`src/rtl/pic_prio_resolver_n_if.sv`:
```
// Bus bundle between the interrupt controller core and its priority resolver.
// The master side drives requests and commands; the slave side is the resolver.
interface pic_prio_resolver_n_if #(
    parameter int NUM_IRQ = 8,
    parameter int ID_W    = $clog2(NUM_IRQ)
);
    logic [NUM_IRQ-1:0] ir_in;
    logic [NUM_IRQ-1:0] imr;
    logic               ltim;
    logic               rot_mode;
    logic               aeoi;
    logic               inta;
    logic               eoi_req;
    logic               eoi_spec;
    logic [ID_W-1:0]    eoi_lvl;
    logic               setp_req;
    logic [ID_W-1:0]    setp_lvl;
    logic               int_out;
    logic               vec_valid;
    logic [ID_W-1:0]    vec_id;
    logic               spurious;
    logic [NUM_IRQ-1:0] irr;
    logic [NUM_IRQ-1:0] isr;
    logic [ID_W-1:0]    lowest;

    modport master (
        output ir_in, imr, ltim, rot_mode, aeoi, inta,
               eoi_req, eoi_spec, eoi_lvl, setp_req, setp_lvl,
        input  int_out, vec_valid, vec_id, spurious, irr, isr, lowest
    );

    modport slave (
        input  ir_in, imr, ltim, rot_mode, aeoi, inta,
               eoi_req, eoi_spec, eoi_lvl, setp_req, setp_lvl,
        output int_out, vec_valid, vec_id, spurious, irr, isr, lowest
    );
endinterface

```
`src/rtl/pic_prio_resolver_n.sv`:
```
// N-channel PIC priority resolver: IRR/ISR ownership, nested or rotating priority,
// three-state acknowledge sequencer and specific/non-specific/automatic EOI.
module pic_prio_resolver_n #(
    parameter int NUM_IRQ = 8,
    parameter int ID_W    = $clog2(NUM_IRQ)
) (
    input  logic                  clk,
    input  logic                  rst,
    pic_prio_resolver_n_if.slave  bus
);
    localparam int XW = ID_W + 2;
    localparam logic [XW-1:0]   NUM_X = XW'(NUM_IRQ);
    localparam logic [ID_W:0]   NUM_L = (ID_W + 1)'(NUM_IRQ);
    localparam logic [ID_W-1:0] LAST_ID = ID_W'(NUM_IRQ - 1);

    typedef enum logic [1:0] {S_IDLE, S_ACK, S_VEC} state_t;

    state_t             state_reg, state_next;
    logic [NUM_IRQ-1:0] ir_q_reg;
    logic [NUM_IRQ-1:0] irr_reg, irr_next;
    logic [NUM_IRQ-1:0] isr_reg, isr_next;
    logic [ID_W-1:0]    lowest_reg, lowest_next;
    logic               int_out_reg;
    logic               vec_valid_reg, vec_valid_next;
    logic [ID_W-1:0]    vec_id_reg, vec_id_next;
    logic               spurious_reg, spurious_next;

    logic [NUM_IRQ-1:0] cand_vec, cand_rot, isr_rot;
    logic [ID_W-1:0]    src_idx [NUM_IRQ];
    logic [ID_W-1:0]    cand_pos, isr_pos, cand_id, isr_top_id;
    logic               cand_any, isr_any, cand_ok;
    logic [NUM_IRQ-1:0] ack_set, ack_clr, eoi_clr, aeoi_clr, irr_capture;
    logic               rot_hit;
    logic [ID_W-1:0]    rot_id;

    assign cand_vec = irr_reg & ~bus.imr;

    // Position gi in the rotated view is channel (lowest+1+gi) mod NUM_IRQ,
    // so position 0 is always the highest-priority channel.
    for (genvar gi = 0; gi < NUM_IRQ; gi++) begin : g_rot
        logic [XW-1:0] raw;
        assign raw          = {2'b00, lowest_reg} + XW'(gi + 1);
        assign src_idx[gi]  = (raw >= NUM_X) ? ID_W'(raw - NUM_X) : ID_W'(raw);
        assign cand_rot[gi] = cand_vec[src_idx[gi]];
        assign isr_rot[gi]  = isr_reg[src_idx[gi]];
    end

    always_comb begin
        cand_pos = '0;
        cand_any = 1'b0;
        isr_pos  = '0;
        isr_any  = 1'b0;
        for (int i = NUM_IRQ - 1; i >= 0; i--) begin
            if (cand_rot[i]) begin
                cand_pos = ID_W'(i);
                cand_any = 1'b1;
            end
            if (isr_rot[i]) begin
                isr_pos = ID_W'(i);
                isr_any = 1'b1;
            end
        end
    end

    assign cand_id    = src_idx[cand_pos];
    assign isr_top_id = src_idx[isr_pos];
    // Masked in-service bits still block: nesting is judged on raw ISR.
    assign cand_ok    = cand_any && !(isr_any && (isr_pos <= cand_pos));

    always_comb begin
        state_next     = state_reg;
        ack_set        = '0;
        ack_clr        = '0;
        aeoi_clr       = '0;
        eoi_clr        = '0;
        vec_id_next    = vec_id_reg;
        spurious_next  = spurious_reg;
        vec_valid_next = 1'b0;
        rot_hit        = 1'b0;
        rot_id         = '0;

        case (state_reg)
            S_IDLE: begin
                if (bus.inta) state_next = S_ACK;
            end
            S_ACK: begin
                if (cand_ok) begin
                    ack_set[cand_id] = 1'b1;
                    ack_clr[cand_id] = 1'b1;
                    vec_id_next      = cand_id;
                    spurious_next    = 1'b0;
                end else begin
                    vec_id_next   = LAST_ID;
                    spurious_next = 1'b1;
                end
                state_next = S_VEC;
            end
            S_VEC: begin
                vec_valid_next = 1'b1;
                if (bus.aeoi && !spurious_reg) begin
                    aeoi_clr[vec_id_reg] = 1'b1;
                    rot_hit              = 1'b1;
                    rot_id               = vec_id_reg;
                end
                state_next = S_IDLE;
            end
            default: state_next = S_IDLE;
        endcase

        // EOI target comes from the pre-cycle ISR, independent of any ACK set.
        if (bus.eoi_req) begin
            if (bus.eoi_spec) begin
                if ({1'b0, bus.eoi_lvl} < NUM_L) eoi_clr[bus.eoi_lvl] = 1'b1;
            end else if (isr_any) begin
                eoi_clr[isr_top_id] = 1'b1;
                rot_hit             = 1'b1;
                rot_id              = isr_top_id;
            end
        end

        irr_capture = bus.ltim ? bus.ir_in : (irr_reg | (bus.ir_in & ~ir_q_reg));
        irr_next    = irr_capture & ~ack_clr;
        isr_next    = (isr_reg | ack_set) & ~(eoi_clr | aeoi_clr);

        lowest_next = lowest_reg;
        if (bus.rot_mode && rot_hit) lowest_next = rot_id;
        if (bus.setp_req && ({1'b0, bus.setp_lvl} < NUM_L)) lowest_next = bus.setp_lvl;
    end

    always_ff @(posedge clk or posedge rst) begin
        if (rst) begin
            state_reg     <= S_IDLE;
            ir_q_reg      <= '0;
            irr_reg       <= '0;
            isr_reg       <= '0;
            lowest_reg    <= LAST_ID;
            int_out_reg   <= 1'b0;
            vec_valid_reg <= 1'b0;
            vec_id_reg    <= '0;
            spurious_reg  <= 1'b0;
        end else begin
            state_reg     <= state_next;
            ir_q_reg      <= bus.ir_in;
            irr_reg       <= irr_next;
            isr_reg       <= isr_next;
            lowest_reg    <= lowest_next;
            int_out_reg   <= cand_ok;
            vec_valid_reg <= vec_valid_next;
            vec_id_reg    <= vec_id_next;
            spurious_reg  <= spurious_next;
        end
    end

    assign bus.int_out   = int_out_reg;
    assign bus.vec_valid = vec_valid_reg;
    assign bus.vec_id    = vec_id_reg;
    assign bus.spurious  = spurious_reg;
    assign bus.irr       = irr_reg;
    assign bus.isr       = isr_reg;
    assign bus.lowest    = lowest_reg;
endmodule

```
`src/flat_wrapper.sv`:
```
// flat-port wrapper written by rule: the top's interface ports become plain ports
module pic_prio_resolver_n_flat 
#(
    parameter int NUM_IRQ = 8,
    parameter int ID_W    = $clog2(NUM_IRQ)
)
  (clk, rst, bus_ir_in, bus_imr, bus_ltim, bus_rot_mode, bus_aeoi, bus_inta, bus_eoi_req, bus_eoi_spec, bus_eoi_lvl, bus_setp_req, bus_setp_lvl, bus_int_out, bus_vec_valid, bus_vec_id, bus_spurious, bus_irr, bus_isr, bus_lowest);
  pic_prio_resolver_n_if #(.NUM_IRQ(NUM_IRQ), .ID_W(ID_W)) bus_i ();
  input  logic clk;
  input  logic rst;
  input wire logic [$bits(bus_i.ir_in)-1:0] bus_ir_in;
  input wire logic [$bits(bus_i.imr)-1:0] bus_imr;
  input wire logic [$bits(bus_i.ltim)-1:0] bus_ltim;
  input wire logic [$bits(bus_i.rot_mode)-1:0] bus_rot_mode;
  input wire logic [$bits(bus_i.aeoi)-1:0] bus_aeoi;
  input wire logic [$bits(bus_i.inta)-1:0] bus_inta;
  input wire logic [$bits(bus_i.eoi_req)-1:0] bus_eoi_req;
  input wire logic [$bits(bus_i.eoi_spec)-1:0] bus_eoi_spec;
  input wire logic [$bits(bus_i.eoi_lvl)-1:0] bus_eoi_lvl;
  input wire logic [$bits(bus_i.setp_req)-1:0] bus_setp_req;
  input wire logic [$bits(bus_i.setp_lvl)-1:0] bus_setp_lvl;
  output wire logic [$bits(bus_i.int_out)-1:0] bus_int_out;
  output wire logic [$bits(bus_i.vec_valid)-1:0] bus_vec_valid;
  output wire logic [$bits(bus_i.vec_id)-1:0] bus_vec_id;
  output wire logic [$bits(bus_i.spurious)-1:0] bus_spurious;
  output wire logic [$bits(bus_i.irr)-1:0] bus_irr;
  output wire logic [$bits(bus_i.isr)-1:0] bus_isr;
  output wire logic [$bits(bus_i.lowest)-1:0] bus_lowest;
  assign bus_i.ir_in = bus_ir_in;
  assign bus_i.imr = bus_imr;
  assign bus_i.ltim = bus_ltim;
  assign bus_i.rot_mode = bus_rot_mode;
  assign bus_i.aeoi = bus_aeoi;
  assign bus_i.inta = bus_inta;
  assign bus_i.eoi_req = bus_eoi_req;
  assign bus_i.eoi_spec = bus_eoi_spec;
  assign bus_i.eoi_lvl = bus_eoi_lvl;
  assign bus_i.setp_req = bus_setp_req;
  assign bus_i.setp_lvl = bus_setp_lvl;
  assign bus_int_out = bus_i.int_out;
  assign bus_vec_valid = bus_i.vec_valid;
  assign bus_vec_id = bus_i.vec_id;
  assign bus_spurious = bus_i.spurious;
  assign bus_irr = bus_i.irr;
  assign bus_isr = bus_i.isr;
  assign bus_lowest = bus_i.lowest;
  pic_prio_resolver_n #(.NUM_IRQ(NUM_IRQ), .ID_W(ID_W)) u_core (.clk(clk), .rst(rst), .bus(bus_i));
endmodule
```
`config.mk`:
```
export PLATFORM = sky130hd
export DESIGN_NAME = pic_prio_resolver_n_flat
export DESIGN_NICKNAME = d
export VERILOG_FILES = /design/src/rtl/pic_prio_resolver_n_if.sv /design/src/rtl/pic_prio_resolver_n.sv /design/src/flat_wrapper.sv
export SDC_FILE = /design/constraint.sdc
export NUM_CORES = 1
export LEC_CHECK = 0
export ABC_AREA = 1
export BUFFER_PORTS_ARGS = -buffer_cell sky130_fd_sc_hd__buf_2
export CAP_MARGIN = 20
export CORE_AREA = 2 2 72 101
export DETAILED_ROUTE_END_ITERATION = 10
export DIE_AREA = 0 0 74 103
export GPL_TIMING_DRIVEN = 0
export PLACE_DENSITY = 0.72
export SYNTH_ARGS = -nofsm -noshare
export SYNTH_HDL_FRONTEND = slang
export SYNTH_SLANG_ARGS = --single-unit
```
`constraint.sdc`:
```
create_clock -name clk -period 4.1 [get_ports clk]
set_clock_uncertainty 0.05 [all_clocks]
set_input_delay 0.82 -clock clk [delete_from_list [all_inputs] [get_ports clk]]
set_output_delay 0.82 -clock clk [all_outputs]
set_load 0.01 [all_outputs]
```
==> results.md <==
- Result of the run: finished, final reports clean
- Share of total power in sequential cells: ~16%
- Vertical extent of the die: between 100 and 150 microns
- Effective utilization at floorplan: 46.4%
- Worst slew margin: 56.9%
- Largest buffer count on any clock path: 2
- Final setup slack of the worst path: between 200 and 300 ps
- Via/cell ratio: just over 5
- Area post-placement: 3570 sq um
- Pint: approximately 1.4 mW
- Number of flip-flops and latches in the synthesized netlist: 35
- Netlist Area Pre-Place: 3150 sq um
- Non-Filler Instances: 645
- Root cell of the clock tree: clkbuf_8
- P&R area growth vs syn: 17.9%
- Placed Cells incl. Taps: roughly 630
- Leading cell type in the layout, fill and taps excluded: nand2_1
- Total Power: 3.26 mW
- Cell taking the most area after synthesis: dfrtp_1
- Final TNS setup: 0 ps
- Switching power summed over all nets: 1.84 mW
- Post-Route Hold Slack: ~400 ps
- Number of buffer cells added on primary ports: 55
- Critical Path Sink Type: flip-flop
- Number of antenna diodes: 0
- Critical setup path kind: flip-flop to flip-flop
- Standard cell core area: slightly below 7000 sq um
- Period utilisation layout: 92.8%
- Initial DRT Pass Iterations: 4
- Fraction of the yosys area taken by sequential cells: approximately 28%
- Initial detailed-routing violation count: 183
- Cell Rows: 36
- GRT Residual Overflow: 0
- Final number of hold-violating endpoints: 0
- Number of global-route vias before repair: 3064
- Global-route total usage across every layer: 23.1%
- Post-place setup slack: around 30 ps
- Number of buffers inserted during clock tree synthesis: 5
- Drc violations: 0
- Class of the most critical hold timing path: flip-flop to flip-flop
- Total detailed-routing wirelength: 8260 microns
- Number of top-level pins: 56
- Fillcell total: 690
- Largest cells by area after synthesis: dfrtp_1 25%, nand2_1 17%, nand3_1 14%
- Switching power as a share of total power: roughly 57%
- Final setup fails: 0
- Largest net degree at the start of global routing: 21
- Area share of the largest cell type after synthesis: 25.4%
- Power per standard cell area: 876 nW/um^2
- Warning count from the yosys run: 0
- Time the final worst path needs with I/O delays and setup: ~3800 ps
- Fraction of final layout cells sized beyond drive strength 1: 23.8%
- Worst ir drop on vdd: between 0.0004 and 0.0005 V
- Mean Syn Cell Area: 6.53 sq um
- Upper clock frequency limit: 263 MHz
- Worst-Skew Late Latency: 290 ps
- Routability-driven placement congestion ratio: just under 0.9
- Max-slew violations: 0
- Setup repair after global routing missed its margin: false
- Clock share of power: 7.3%
- Clock tree from TritonCTS: yes
- Multi-input logic area: 1910 sq um
- Max cap viols: 0
- H-Tree Depth: 2
- Post-synthesis net count: 519
- Antenna Nets Post-Route: 0
- Leading cell types in the layout, fill and taps excluded: 140 x nand2_1, 88 x nand3_1, 72 x inv_1, 55 x buf_2, 33 x nor2_1
- DR WL/cell: 12.8 microns
- Distinct cells, synth: 37
- Data required, critical path: between 4000 and 5000 ps
- Startpoint class of the critical path: flip-flop
- Final design area excluding fillers: around 3700 sq um
- Utilization after layout: 54.6%
- Initial antenna violation count: 0
- Static leakage power: 2.04 nW
- Critical Path Fanout Max: 10
- Comb pwr share: 76.3%
- Number of sinks driven by the clock tree: 35
- Cell count after synthesis: 483
- Pin slew with the least headroom to its limit: between 600 and 700 ps
- Nets: 585
- Die outline area: 7620 sq um
- Hpwl dp: between 6000 and 7000 microns
- Storage cell area: 880 sq um
- X dimension of the die: 74 microns
- Wire length of the first global-routing pass: ~14000 microns
- Clock transition at the registers of the reported paths: 70 ps
- Worst EP arrival: approximately 4000 ps
- Total number of vias: 3255
==> cell families (layout without fill, tap and decap cells) <==
family	count (synthesis)	in the layout	share of synthesized area (%)
AND/OR/NAND/NOR	296	296	43.2
buffers and inverters	92	159	12.5
AO/OA/AOI/OAI	50	50	10.8
flip-flops	35	35	27.9
adder cells (fa/ha/maj)	5	5	1.98
XOR/XNOR	5	5	3.65
==> power by group through the flow <==
stage / clock (mW) / combinational (mW) / sequential, mW
6_report: 0.238 / 2.49 / 0.533
5_1_grt: 0.257 / 2.80 / 0.543
4_1_cts: 0.243 / 2.42 / 0.532
3_5_place_dp: 0 / 2.39 / 0.538
3_3_place_gp: 0 / 2.33 / 0.537
2_1_floorplan: 0 / 1.87 / 0.543
==> worst paths after layout <==
| kind | endpoint | from | slack, ps | depth (start not counted) |
|---|---|---|---|---|
| worst min-delay path | u_core.state_reg[0]$_DFFE_PP0P_ | u_core.state_reg[0]$_DFFE_PP0P_ | 410 | 1 |
| worst max register to register | u_core.bus.isr[0]$_DFF_PP0_ | u_core.bus.lowest[1]$_DFFE_PP1P_ | 290 | 23 |
| worst min register to register | u_core.state_reg[0]$_DFFE_PP0P_ | u_core.state_reg[0]$_DFFE_PP0P_ | 410 | 1 |
| max in group asynchronous | u_core.bus.lowest[2]$_DFFE_PP1P_ | rst | 2840 | 3 |
| worst max-delay path | u_core.bus.isr[0]$_DFF_PP0_ | u_core.bus.lowest[1]$_DFFE_PP1P_ | 290 | 23 |
| min in group asynchronous | u_core.bus.vec_id[0]$_DFFE_PP0P_ | rst | 560 | 2 |
==> metal layers <==
| layer | vias to the layer above | wire (microns) | GRT usage, % | part of all wire, % |
|---|---|---|---|---|
| met5 | - | 0 | 0 | 0 |
| met4 | 0 | 258 | 9.79 | 3.1 |
| met3 | 21 | 225 | 2.25 | 2.7 |
| met2 | 58 | 4300 | 42.0 | 52 |
| met1 | 1510 | 3470 | 27.2 | 42 |
| li1 | 1666 | - | - | - |
==> worst max-delay path, cell delays in order, from the launching register on <==
cell and delay [ps]:
dfstp_2 680, inv_2 160, ha_4 320, buf_6 140, nand3_1 80, nand2_1 100
nor2_1 70, a31oi_4 210, nand2_2 120, nor3_4 220, inv_1 100, ha_1 330
nand2_1 70, o21ai_0 140, nand2_1 70, nand2_1 100, nand2_2 90, nor2_4 110
inv_2 70, nor2_4 130, nand3_1 130, nand2_1 90, inv_1 40, nor2_1 110
==> cell type report <==
| cell class | count | area share [%] |
|---|---|---|
| clock inverters | 1 | 0.135 |
| clock buffers | 7 | 2.05 |
| multi-input cells | 356 | 51.4 |
| repair buffers | 59 | 8.75 |
| plain buffers | 7 | 2.15 |
| flip-flops and latches | 35 | 23.7 |
| well taps | 95 | 3.20 |
| inverters | 85 | 8.65 |
==> cells in the mapped netlist (all sizes together) <==
cell type and instances:
or2 1, dfstp 3, nor2 38, clkinv 2
a21oi 10, nor3 2, o22ai 5, and2 2
nand3 95, dfrtp 32, buf 6, inv 83
xnor2 2, o21ai 27, xor2 3, nand4 1
nor3b 1, a31oi 8, clkbuf 1, ha 5
nand2 156
==> repair_timing <==
item                                    4_1_cts  5_1_grt
hold buffers                                  0        0
buffers inserted                              0        3
pin swaps                                     0        0
gates resized for setup                       1        8
endpoints found under the setup margin        2       15
Note: power is estimated with default switching activity, not from simulation.
